### config.mk
export PLATFORM = sky130hd
export DESIGN_NAME = dma_descriptor_issuer_flat
export DESIGN_NICKNAME = d
export VERILOG_FILES = /design/src/rtl/dma_descriptor_issuer_if.sv /design/src/rtl/dma_descriptor_issuer.sv /design/src/flat_wrapper.sv
export SDC_FILE = /design/constraint.sdc
export NUM_CORES = 1
export LEC_CHECK = 0
export CAP_MARGIN = 20
export CORE_AREA = 2 2 134 136
export CTS_CLUSTER_DIAMETER = 80
export CTS_CLUSTER_SIZE = 20
export DETAILED_ROUTE_END_ITERATION = 10
export DIE_AREA = 0 0 136 138
export RECOVER_POWER = 50
export SLEW_MARGIN = 20
export SYNTH_ARGS = -nofsm -noshare
export SYNTH_HDL_FRONTEND = slang
export SYNTH_SLANG_ARGS = --single-unit
### constraint.sdc
create_clock -name clock -period 2.3 [get_ports clock]
set_input_delay 0.69 -clock clock [delete_from_list [all_inputs] [get_ports clock]]
set_output_delay 0.69 -clock clock [all_outputs]
set_load 0.01 [all_outputs]
### src/rtl/dma_descriptor_issuer_if.sv
// dma_descriptor_issuer_if: queue-side and DCS-side signals of the descriptor issuer
interface dma_descriptor_issuer_if #(
    parameter int NUM_CH = 2,
    parameter int ADDR_W = 8,
    parameter int CH_W = (NUM_CH > 1) ? $clog2(NUM_CH) : 1
);
    logic [NUM_CH*112-1:0] QData;
    logic [NUM_CH-1:0] QEmpty;
    logic [NUM_CH-1:0] QPop;
    logic DcsChipSelect;
    logic DcsWrite;
    logic [ADDR_W-1:0] DcsAddress;
    logic [31:0] DcsWriteData;
    logic [3:0] DcsByteEnable;
    logic DcsRead;
    logic DcsWaitRequest;
    logic [31:0] DcsReadData;
    logic Busy;
    logic DescError;
    logic [CH_W-1:0] DescErrorCh;
    logic [NUM_CH*16-1:0] IssuedCount;
    modport master (
        input QData, QEmpty, DcsWaitRequest, DcsReadData,
        output QPop, DcsChipSelect, DcsWrite, DcsAddress, DcsWriteData, DcsByteEnable, DcsRead,
        output Busy, DescError, DescErrorCh, IssuedCount
    );
    modport slave (
        output QData, QEmpty, DcsWaitRequest, DcsReadData,
        input QPop, DcsChipSelect, DcsWrite, DcsAddress, DcsWriteData, DcsByteEnable, DcsRead,
        input Busy, DescError, DescErrorCh, IssuedCount
    );
endinterface

### src/rtl/dma_descriptor_issuer.sv
// dma_descriptor_issuer: round-robin queue arbiter turning entries into 5-word DCS descriptors (ISSUER_STATS_EN adds per-channel issued counters)
module dma_descriptor_issuer #(
    parameter int NUM_CH = 2,
    parameter int ADDR_W = 8,
    parameter logic [63:0] STATUS_BASE = 64'h6000,
    parameter logic [63:0] STATUS_STRIDE = 64'h1000
) (
    input logic clock,
    input logic reset,
    dma_descriptor_issuer_if.master bus
);
    localparam int CH_W = (NUM_CH > 1) ? $clog2(NUM_CH) : 1;
    typedef enum logic [1:0] {IDLE, ISSUE, GAP} state_t;
    state_t state, state_n;
    logic [CH_W-1:0] last_grant, grant, cand, chan, err_ch;
    logic [2:0] word;
    logic [111:0] entry, head;
    logic found, take, accept, last_ok, issuing;
    logic [63:0] status;
    logic unused_bits;

    // round-robin search starting just after the last granted channel
    always_comb begin
        grant = last_grant;
        cand = last_grant;
        found = 1'b0;
        for (int i = 1; i <= NUM_CH; i++) begin
            cand = CH_W'((int'(last_grant) + i) % NUM_CH);
            if (!found && !bus.QEmpty[cand]) begin
                grant = cand;
                found = 1'b1;
            end
        end
    end

    assign head = bus.QData[int'(grant)*112 +: 112];
    assign take = (state == IDLE) && found && !reset;
    assign issuing = (state == ISSUE);
    assign accept = issuing && !bus.DcsWaitRequest;
    assign last_ok = accept && (word == 3'd4);

    // next state: a grant goes to ISSUE or straight to GAP when the entry is empty
    always_comb begin
        state_n = state;
        if (take)
            state_n = (head[107:105] == 3'd0) ? GAP : ISSUE;
        else if (last_ok)
            state_n = GAP;
        else if (state == GAP)
            state_n = IDLE;
    end

    // state, grant pointer, latched entry and word index
    always_ff @(posedge clock) begin
        if (reset) begin
            state <= IDLE;
            last_grant <= CH_W'(NUM_CH - 1);
            chan <= '0;
            err_ch <= '0;
            word <= '0;
            entry <= '0;
        end else begin
            state <= state_n;
            if (take) begin
                last_grant <= grant;
                chan <= grant;
                entry <= head;
                word <= '0;
                if (head[107:105] == 3'd0)
                    err_ch <= grant;
            end else if (accept) begin
                word <= word + 3'd1;
            end
        end
    end

    assign status = STATUS_BASE + 64'(chan) * STATUS_STRIDE;
    assign bus.QPop = take ? (NUM_CH'(1) << grant) : '0;
    assign bus.DcsWrite = issuing;
    assign bus.DcsChipSelect = issuing;
    assign bus.Busy = issuing;
    assign bus.DcsRead = 1'b0;
    assign bus.DcsByteEnable = issuing ? 4'hF : 4'h0;
    assign bus.DcsAddress = issuing ? ADDR_W'({chan, word, 2'b00}) : '0;
    assign bus.DcsWriteData = !issuing ? 32'd0 :
                              (word == 3'd0) ? {29'd0, entry[107:105] - 3'd1} :
                              (word == 3'd1) ? entry[63:32] :
                              (word == 3'd2) ? entry[31:0] :
                              (word == 3'd3) ? status[63:32] : status[31:0];
    assign bus.DescError = take && (head[107:105] == 3'd0);
    assign bus.DescErrorCh = err_ch;
    assign unused_bits = ^{bus.DcsReadData, entry[111:108], entry[104:64]};

`ifdef ISSUER_STATS_EN
    logic [15:0] cnt [NUM_CH];

    // saturating count of completed descriptors per channel
    always_ff @(posedge clock) begin
        for (int i = 0; i < NUM_CH; i++) begin
            if (reset)
                cnt[i] <= '0;
            else if (last_ok && int'(chan) == i && cnt[i] != 16'hFFFF)
                cnt[i] <= cnt[i] + 16'd1;
        end
    end

    for (genvar c = 0; c < NUM_CH; c++) begin : g_cnt
        assign bus.IssuedCount[c*16 +: 16] = cnt[c];
    end
`else
    assign bus.IssuedCount = '0;
`endif
endmodule

### src/flat_wrapper.sv
// flat-port wrapper written by rule: the top's interface ports become plain ports
module dma_descriptor_issuer_flat 
#(
    parameter int NUM_CH = 2,
    parameter int ADDR_W = 8,
    parameter logic [63:0] STATUS_BASE = 64'h6000,
    parameter logic [63:0] STATUS_STRIDE = 64'h1000
)
  (clock, reset, bus_QData, bus_QEmpty, bus_DcsWaitRequest, bus_DcsReadData, bus_QPop, bus_DcsChipSelect, bus_DcsWrite, bus_DcsAddress, bus_DcsWriteData, bus_DcsByteEnable, bus_DcsRead, bus_Busy, bus_DescError, bus_DescErrorCh, bus_IssuedCount);
  dma_descriptor_issuer_if #(.NUM_CH(NUM_CH), .ADDR_W(ADDR_W)) bus_i ();
  input logic clock;
  input logic reset;
  input wire logic [$bits(bus_i.QData)-1:0] bus_QData;
  input wire logic [$bits(bus_i.QEmpty)-1:0] bus_QEmpty;
  input wire logic [$bits(bus_i.DcsWaitRequest)-1:0] bus_DcsWaitRequest;
  input wire logic [$bits(bus_i.DcsReadData)-1:0] bus_DcsReadData;
  output wire logic [$bits(bus_i.QPop)-1:0] bus_QPop;
  output wire logic [$bits(bus_i.DcsChipSelect)-1:0] bus_DcsChipSelect;
  output wire logic [$bits(bus_i.DcsWrite)-1:0] bus_DcsWrite;
  output wire logic [$bits(bus_i.DcsAddress)-1:0] bus_DcsAddress;
  output wire logic [$bits(bus_i.DcsWriteData)-1:0] bus_DcsWriteData;
  output wire logic [$bits(bus_i.DcsByteEnable)-1:0] bus_DcsByteEnable;
  output wire logic [$bits(bus_i.DcsRead)-1:0] bus_DcsRead;
  output wire logic [$bits(bus_i.Busy)-1:0] bus_Busy;
  output wire logic [$bits(bus_i.DescError)-1:0] bus_DescError;
  output wire logic [$bits(bus_i.DescErrorCh)-1:0] bus_DescErrorCh;
  output wire logic [$bits(bus_i.IssuedCount)-1:0] bus_IssuedCount;
  assign bus_i.QData = bus_QData;
  assign bus_i.QEmpty = bus_QEmpty;
  assign bus_i.DcsWaitRequest = bus_DcsWaitRequest;
  assign bus_i.DcsReadData = bus_DcsReadData;
  assign bus_QPop = bus_i.QPop;
  assign bus_DcsChipSelect = bus_i.DcsChipSelect;
  assign bus_DcsWrite = bus_i.DcsWrite;
  assign bus_DcsAddress = bus_i.DcsAddress;
  assign bus_DcsWriteData = bus_i.DcsWriteData;
  assign bus_DcsByteEnable = bus_i.DcsByteEnable;
  assign bus_DcsRead = bus_i.DcsRead;
  assign bus_Busy = bus_i.Busy;
  assign bus_DescError = bus_i.DescError;
  assign bus_DescErrorCh = bus_i.DescErrorCh;
  assign bus_IssuedCount = bus_i.IssuedCount;
  dma_descriptor_issuer #(.NUM_CH(NUM_CH), .ADDR_W(ADDR_W), .STATUS_BASE(STATUS_BASE), .STATUS_STRIDE(STATUS_STRIDE)) u_core (.clock(clock), .reset(reset), .bus(bus_i));
endmodule
Yosys cells after proc, flatten, opt, wreduce, memory -nomap -nowiden

Cells that the tools add are included.

$add $sub $neg: 5
Multiply operators: 1
Order comparisons: 2
Eq/ne operators: 6
Shifts and indexed selects: 2
Mux-type cells: 20
Reduce and logical (&&, ||, !) cells: 15

Operators by type and width:

| cell                                                                  | count |
|---|---|
| 224-bit by 9-bit indexed part select with 108-bit output              | 1 |
| 32-bit 2-to-1 mux                                                     | 5 |
| 15-bit by 13-bit adder with 16-bit output (first input constant)      | 1 |
| 2-bit 2-to-1 mux                                                      | 5 |
| 1-bit 2-to-1 mux                                                      | 8 |
| 3-bit by 2-bit == test with 1-bit output (second input constant)      | 2 |
| 1-bit logical AND                                                     | 6 |
| 3-bit logical NOT                                                     | 2 |
| 6-bit 2-to-1 mux                                                      | 1 |
| 1-bit by 2-bit < comparator with 1-bit output (second input constant) | 2 |
| 1-bit by 3-bit multiplier with 4-bit output (second input constant)   | 1 |
| 4-bit 2-to-1 mux                                                      | 1 |
| 3-bit by 1-bit adder with 3-bit output (second input constant)        | 1 |
| 3-bit by 1-bit == test with 1-bit output (second input constant)      | 1 |
| 3-bit == test (second input constant)                                 | 1 |
| 1-bit logical NOT                                                     | 3 |
| 3-bit nonzero test                                                    | 1 |
| 3-bit by 1-bit subtractor with 3-bit output (second input constant)   | 1 |
| 1-bit adder (second input constant)                                   | 2 |
| 2-bit by 1-bit == test with 1-bit output (second input constant)      | 1 |
| 2-bit == test (second input constant)                                 | 1 |
| 2-bit logical NOT                                                     | 1 |
| 2-bit AND reduction                                                   | 1 |
| 2-bit OR reduction                                                    | 1 |
| 1-bit by 1-bit << shifter with 2-bit output (first input constant)    | 1 |

Register bits after elaboration: 116
Logic and storage cells: 57

Logic depth before layout (Yosys ltp)

Gate-level depths: netlist of run 1.

Depth after elaboration: 11
Mapped depth: 8
Depth with buffers taken out: 6

Worst setup path after synthesis of run 1

Ideal clock, no wire load.

Path kind: reg-to-output
Start point: reg u_core.word[1]
End point: out bus_DcsWriteData[0]
Arrival time: 1.587 ns
Required time: 1.610 ns
Setup slack: 0.023 ns
Cell stages (with the launch flop): 7
Buffers on the path: 1
Cell sequence: dfxtp_1 -> inv_1 -> ha_1 -> buf_2 -> o21ai_0 -> nor2_1 -> a2111oi_0

Cells in the longest elaborated chain, start to end: 6
Elaborated cells on any way between the ends: 9
Classes of those cells: eq/ne: 3; mux: 5; reduce/logical: 1

Ends and longest elaborated chain:

| what                                     | line                        | text |
|---|---|---|
| start, declared                          | dma_descriptor_issuer.sv:16 | `logic [2:0] word;` |
| start signal, assigned                   | dma_descriptor_issuer.sv:72 | `word <= word + 3'd1;` |
| 3-bit by 2-bit == test with 1-bit output | dma_descriptor_issuer.sv:89 | `(word == 3'd3) ? status[63:32] : status[31:0];` |
| 32-bit 2-to-1 mux                        | dma_descriptor_issuer.sv:89 |  |
| 32-bit 2-to-1 mux                        | dma_descriptor_issuer.sv:88 | `(word == 3'd2) ? entry[31:0] :` |
| 32-bit 2-to-1 mux                        | dma_descriptor_issuer.sv:87 | `(word == 3'd1) ? entry[63:32] :` |
| 32-bit 2-to-1 mux *                      | dma_descriptor_issuer.sv:86 | `(word == 3'd0) ? {29'd0, entry[107:105] - 3'd1} :` |
| 32-bit 2-to-1 mux *                      | dma_descriptor_issuer.sv:85 | `assign bus.DcsWriteData = !issuing ? 32'd0 :` |
| end, declared                            | flat_wrapper.sv:21          | `output wire logic [$bits(bus_i.DcsWriteData)-1:0] bus_DcsWriteData;` |

Every way passes the cells marked *; elsewhere a longest branch is shown, timed or not.

Worst setup path after layout of run 1

Start point: reg u_core.word[1]
End point: out bus_DcsWriteData[4]

The elaborated chain is that of the path after synthesis.

==> impl_metrics.ini, run 1 <==
[status]
outcome = complete, but fails checks
violations = negative setup slack

[route]
final_antenna_net_count = 0
drt_first_pass_iters = 4
vias = 4695
via_per_inst = 4.58
drc = 0
routed_wl_um = 16000
wire_per_inst_um = 15.7
drt_iter0_markers = 226

[setup_path]
crit_family = buffers and inverters
worstSetupEndpointType = output port
cp_slowest_cell = dfxtp_4
arrival_ns = 1.85
critPathKind = reg2out
slowest_delay_ns = 0.38
worst-path-max-fanout = 5
crit_buf_inv = 6
cp_cell_sequence = inv_4 > ha_4 > buf_6 > nor2_4 > buf_12 > buf_12 > buf_6 > a22oi_2 > nor2_1 > buf_2
startpoint_type = register
crit_required_ns = 1.61

[timing]
final.setup.worst_slack_ns = -0.236
hold_viol_final = 0
setup_viol = 33
skew_ns = 0.00361
rsz0062_at_grt = true
tns_ns = -5.70
max_freq_mhz = 394
slew_violations = 0
slew_headroom_pct = 40.9
tightest_slew_ns = 0.886
period_minus_slack_ns = 2.54
post-route-period-util_pct = 110
holdWs_ns = 0.497

[die]
start_util_pct = 23.8
core_um2 = 17500
io_pins = 345
die_h_um = 138
dieWidth_um = 136
dieArea_um2 = 18800
rows = 49

[finish]
area_delta_synth_final_pct = 72.8
mostFrequentLayoutCells = nand2_1, clkdlybuf4s50_1, nor2_1
final_common_cell = nand2_1
postLayoutCoreUtil_pct = 41.2
multiInputGateArea_um2 = 2630
n_fill_cell = 1848
regArea_um2 = 1510
finish.net_count = 1058
layout-drive-gt1-share_pct = 24.6

[grt]
grtUsageMet3_pct = 4.25
grt_pass1_vias = 4489
gr-usage-met1_pct = 20.5
grt_max_degree = 77
grtUsageTotal_pct = 16.4
antenna_found_initial = 1
met2_usage_pct = 27.0
grt-ovfl-total = 0
grt.busiest_layer = met2
grt_pass1_wl_um = 24000

[logic_synthesis]
seq_area_frac_synth_pct = 35.9
syn-cell-area_um2 = 4180
synth_top_area_share_pct = 35.9
synth_warnings = 0
synth_cell_types = 34
synth_area_per_cell_um2 = 7.33
synth-compound-area-share_pct = 22.8
synth_top_family_by_area = simple AND/OR/NAND/NOR gates
synth_top_cell_by_area = dfxtp_1
synthTopCellsByArea = dfxtp_1, a311oi_1, nand2_1
synth_xor_area_share_pct = 0.419
synthSimpleGateAreaFrac_pct = 25.1
synth.area.mux_share_pct = 0.479
synthCells = 570
ys_ff_latch = 75
synthAdderAreaFrac_pct = 1.80

[cts]
h-tree-depth = 3
cts.clk_slew.worst_paths_ns = 0.06
cts_sinks = 75
cts_buffers = 9
root_buffer = clkbuf_16
insertion_delay_ns = 0.34
tritoncts = built
cts.path.max_buffers = 2

[place]
place_worst_setup_slack_ns = -0.767
numPortBuffers = 185
place.gp.congestion = 0.778
dpl.hpwl_um = 9710

[power_and_ir_drop]
power.total_mw = 4.56
power_density_nw_per_um2 = 631
p_leak_nw = 2.89
ir_worst_vdd_uv = 487

[run]
drv_cap = 0

[min_path]
min_path_type = reg2reg
==> worst reg2reg max path: cells and delay by family (launching register included) <==
kind | cells | cell delay (ns)
DFF | 1 | 0.41
and+or+nand+nor | 2 | 0.22
buffers and inverters | 2 | 0.89
AOI/OAI and AO/OA | 2 | 0.47
==> stage by stage <==
step / instances / cell area [µm²]
final: 1024 / 7220
after CTS: 1016 / 7010
after floorplan: 606 / 4320
after detailed placement: 974 / 6300
after global routing: 1023 / 7220
after global placement: 974 / 6300
==> where the power goes <==
group	leakage, nW	internal [mW]	switching, mW	total (mW)
clock	0.141	0.854	0.549	1.40
combinational	2.13	0.720	0.775	1.50
sequential	0.624	1.52	0.146	1.66
==> worst paths after layout <==
path              slack (ns)               from                  end  depth (start not counted)
setup / recovery       -0.24     u_core.word[1]  bus_DcsWriteData[4]                         10
hold / removal          0.50   u_core.entry[23]     u_core.entry[23]                          2
setup reg to reg        0.22  u_core.last_grant     u_core.entry[12]                          6
hold reg to reg         0.50   u_core.entry[23]     u_core.entry[23]                          2
==> routing by layer <==
metal  wire [µm]  vias to the layer above  part of all wire [%]
met5           0                        -                     0
met4         268                        0                   1.7
met3        1180                       15                   7.4
met2        7510                      165                    47
met1        7080                     2176                    44
li1            -                     2339                     -
==> cells in the mapped netlist (all sizes together) <==
cell type  instances
nor3               4
a21o               2
and2               1
or2                1
nand2b             2
nor2             111
a2111oi            4
nor4               1
a22oi             26
and3               1
dfxtp             75
mux2i              2
a311oi            67
clkbuf            22
a21oi              5
or3                1
and3b              1
buf               69
a211oi             4
nor2b              2
ha                 6
a32o               1
a31oi              1
inv                7
o21ai              4
conb               1
xnor2              2
o211ai             2
nand2            145
==> state kept, by name, indices dropped and copies added, names as in the netlist <==
register,count
u_core.chan,1
u_core.entry,67
u_core.word,3
u_core.bus.DescErrorCh,1
u_core.last_grant,1
u_core.state,2
==> layout make-up <==
cell class	instances	share of cell area (%)
multi-input combinational	433	36.4
timing repair buffer	265	34.3
sequential	75	20.9
tap	229	3.97
clock buffer	11	3.36
clock inverter	3	0.554
inverter	7	0.485
antenna	1	0.0346
==> logic make-up (layout without fill, tap and decap cells) <==
logic type | after synthesis | after routing
and+or+nand+nor | 270 | 270
muxes | 2 | 2
DFF | 75 | 75
xor gates and xnor gates | 2 | 2
AOI/OAI and AO/OA | 116 | 116
buffers and inverters | 98 | 286
adders and majority gates | 6 | 6
other | 1 | 38
==> repair_timing <==
item                       CTS  global route
gates cloned                 3             2
resized for setup          246            49
pin swaps                   25            16
setup buffers               27             6
hold endpoints to repair     0             0
hold buffers                 0             0
setup endpoints to repair  115            52
Note: power is estimated with default switching activity, not from simulation.
==> run 2: changes to the inputs <==
- MAX_ROUTING_LAYER: unset -> met4
==> run 2 against run 1 <==
  * The flow still finishes with violations (negative setup slack)
  * First-iteration DRC count up 7.5%
  * Clock power about the same
  * Wire length about the same
  * Critical path depth unchanged
  * Clock skew down 0.0012 ns
  * Sequential share of layout area down 0.11 points
  * Via count down 0.32%
  * Register-to-register slack about the same
  * Power about the same
  * Combinational power about the same
  * Count of clock-buffer cells in the layout unchanged
  * Setup slack better by 0.0074 ns
  * Critical path type unchanged
  * Largest cell class unchanged
==> impl_metrics.ini, run 2 (synthesis gave the netlist of run 1 again) <==
[finish]
layout-drive-gt1-share_pct = 24.7
finish.net_count = 1059
reg_top3 = u_core.entry (67), u_core.word (3), u_core.state (2)
area_delta_synth_final_pct = 73.7
multiInputGateArea_um2 = 2630
mostFrequentLayoutCells = nand2_1, clkdlybuf4s50_1, nor2_1
final_common_cell = nand2_1
n_fill_cell = 1842
largest_reg_flops = 67
regMostFlops = u_core.entry
postLayoutCoreUtil_pct = 41.4
regArea_um2 = 1510

[route]
via_per_inst = 4.57
drt_first_pass_iters = 4
drt_iter0_markers = 243
wire_per_inst_um = 15.7
final_antenna_net_count = 0
routed_wl_um = 16000
vias = 4680
drc = 0

[cts]
cts_buffers = 9
h-tree-depth = 3
tritoncts = built
root_buffer = clkbuf_16
insertion_delay_ns = 0.34
cts.path.max_buffers = 2
cts_sinks = 75
cts_hold_buf = 0
cts.clk_slew.worst_paths_ns = 0.06

[run]
drv_cap = 0

[die]
io_pins = 345
dieArea_um2 = 18800
rows = 49
dieWidth_um = 136
start_util_pct = 23.8
die_h_um = 138
core_um2 = 17500

[power_and_ir_drop]
ir_worst_vdd_uv = 489
power_density_nw_per_um2 = 627
p_leak_nw = 2.91
power.total_mw = 4.56

[timing]
period_minus_slack_ns = 2.53
hold_viol_final = 0
post-route-period-util_pct = 110
tns_ns = -5.57
slew_violations = 0
tightest_slew_ns = 0.885
rsz0062_at_grt = true
setup_viol = 33
max_freq_mhz = 395
final.setup.worst_slack_ns = -0.229
skew_ns = 0.00243
slew_headroom_pct = 41.0

[grt]
antenna_found_initial = 1
grt-ovfl-total = 0
grt_pass1_wl_um = 24000
grtUsageTotal_pct = 16.8
grt_pass1_vias = 4480
grt_max_degree = 77

[place]
place_worst_setup_slack_ns = -0.767
dpl.hpwl_um = 9710
numPortBuffers = 185
place.gp.congestion = 0.793

[setup_path]
critPathKind = reg2out
worst-path-max-fanout = 5
startpoint_type = register
reg2reg_slack_ns = 0.22
crit_required_ns = 1.61
arrival_ns = 1.84
worstSetupEndpointType = output port

[status]
outcome = complete, but fails checks
violations = negative setup slack

[min_path]
min_path_type = reg2reg
[run 2: cell count changes in the layout (fill, tap and decap cells not counted), sizes merged]
| cell | before | now |
|---|---|---|
| clkbuf | 19 | 20 |
[run 2: metal layers]
metal	vias up	routed length, µm	GRT usage, %
met4	0	307	5.87
li1	2344	-	-
met1	2154	7210	21.1
met2	161	7540	26.9
met3	21	986	3.37
met5	-	0	-
[run 2: report_power, final]
group | leakage, nW | switching, mW | internal [mW]
sequential | 0.624 | 0.145 | 1.52
combinational | 2.14 | 0.779 | 0.724
clock | 0.141 | 0.538 | 0.854
total | 2.91 | 1.46 | 3.09
[run 2: layout make-up]
cell class / instances / area share, %
Sequential cell: 75 / 20.8
Clock inverter: 3 / 0.551
Antenna cell: 1 / 0.0345
Clock buffer: 11 / 3.34
Multi-Input combinational cell: 433 / 36.3
Tap cell: 229 / 3.95
Timing Repair Buffer: 266 / 34.6
Inverter: 7 / 0.482
[run 2: worst max-delay path, stage by stage, from the launching register on]
cell,delay (ns)
dfxtp_4,0.38
inv_4,0.04
ha_4,0.18
buf_6,0.12
nor2_4,0.12
buf_12,0.12
buf_12,0.11
buf_6,0.10
a22oi_2,0.05
nor2_2,0.13
buf_2,0.14
[run 2: stage by stage]
stage | hold WS (ns) | instances | instance area (µm²)
after global placement | 0.487 | 974 | 6300
after floorplan | 0.476 | 606 | 4320
after CTS | 0.499 | 1016 | 7010
after detailed placement | 0.491 | 974 | 6300
final | 0.495 | 1025 | 7260
after global routing | 0.517 | 1025 | 7260
[run 2: what timing repair did]
item,in CTS,in global routing
pin swaps,25,17
buffers inserted,27,6
gates cloned,3,3
resized for setup,246,51
endpoints found under the hold margin,0,0
setup endpoints to repair,115,51
[run 2: final timing paths]
kind / to / startpoint / cells past startpoint
worst max-delay path: bus_DcsWriteData[20] / u_core.word[1] / 10
worst min-delay path: u_core.entry[21] / u_core.entry[21] / 2
worst max register to register: u_core.entry[12] / u_core.last_grant / 6
worst min register to register: u_core.entry[21] / u_core.entry[21] / 2
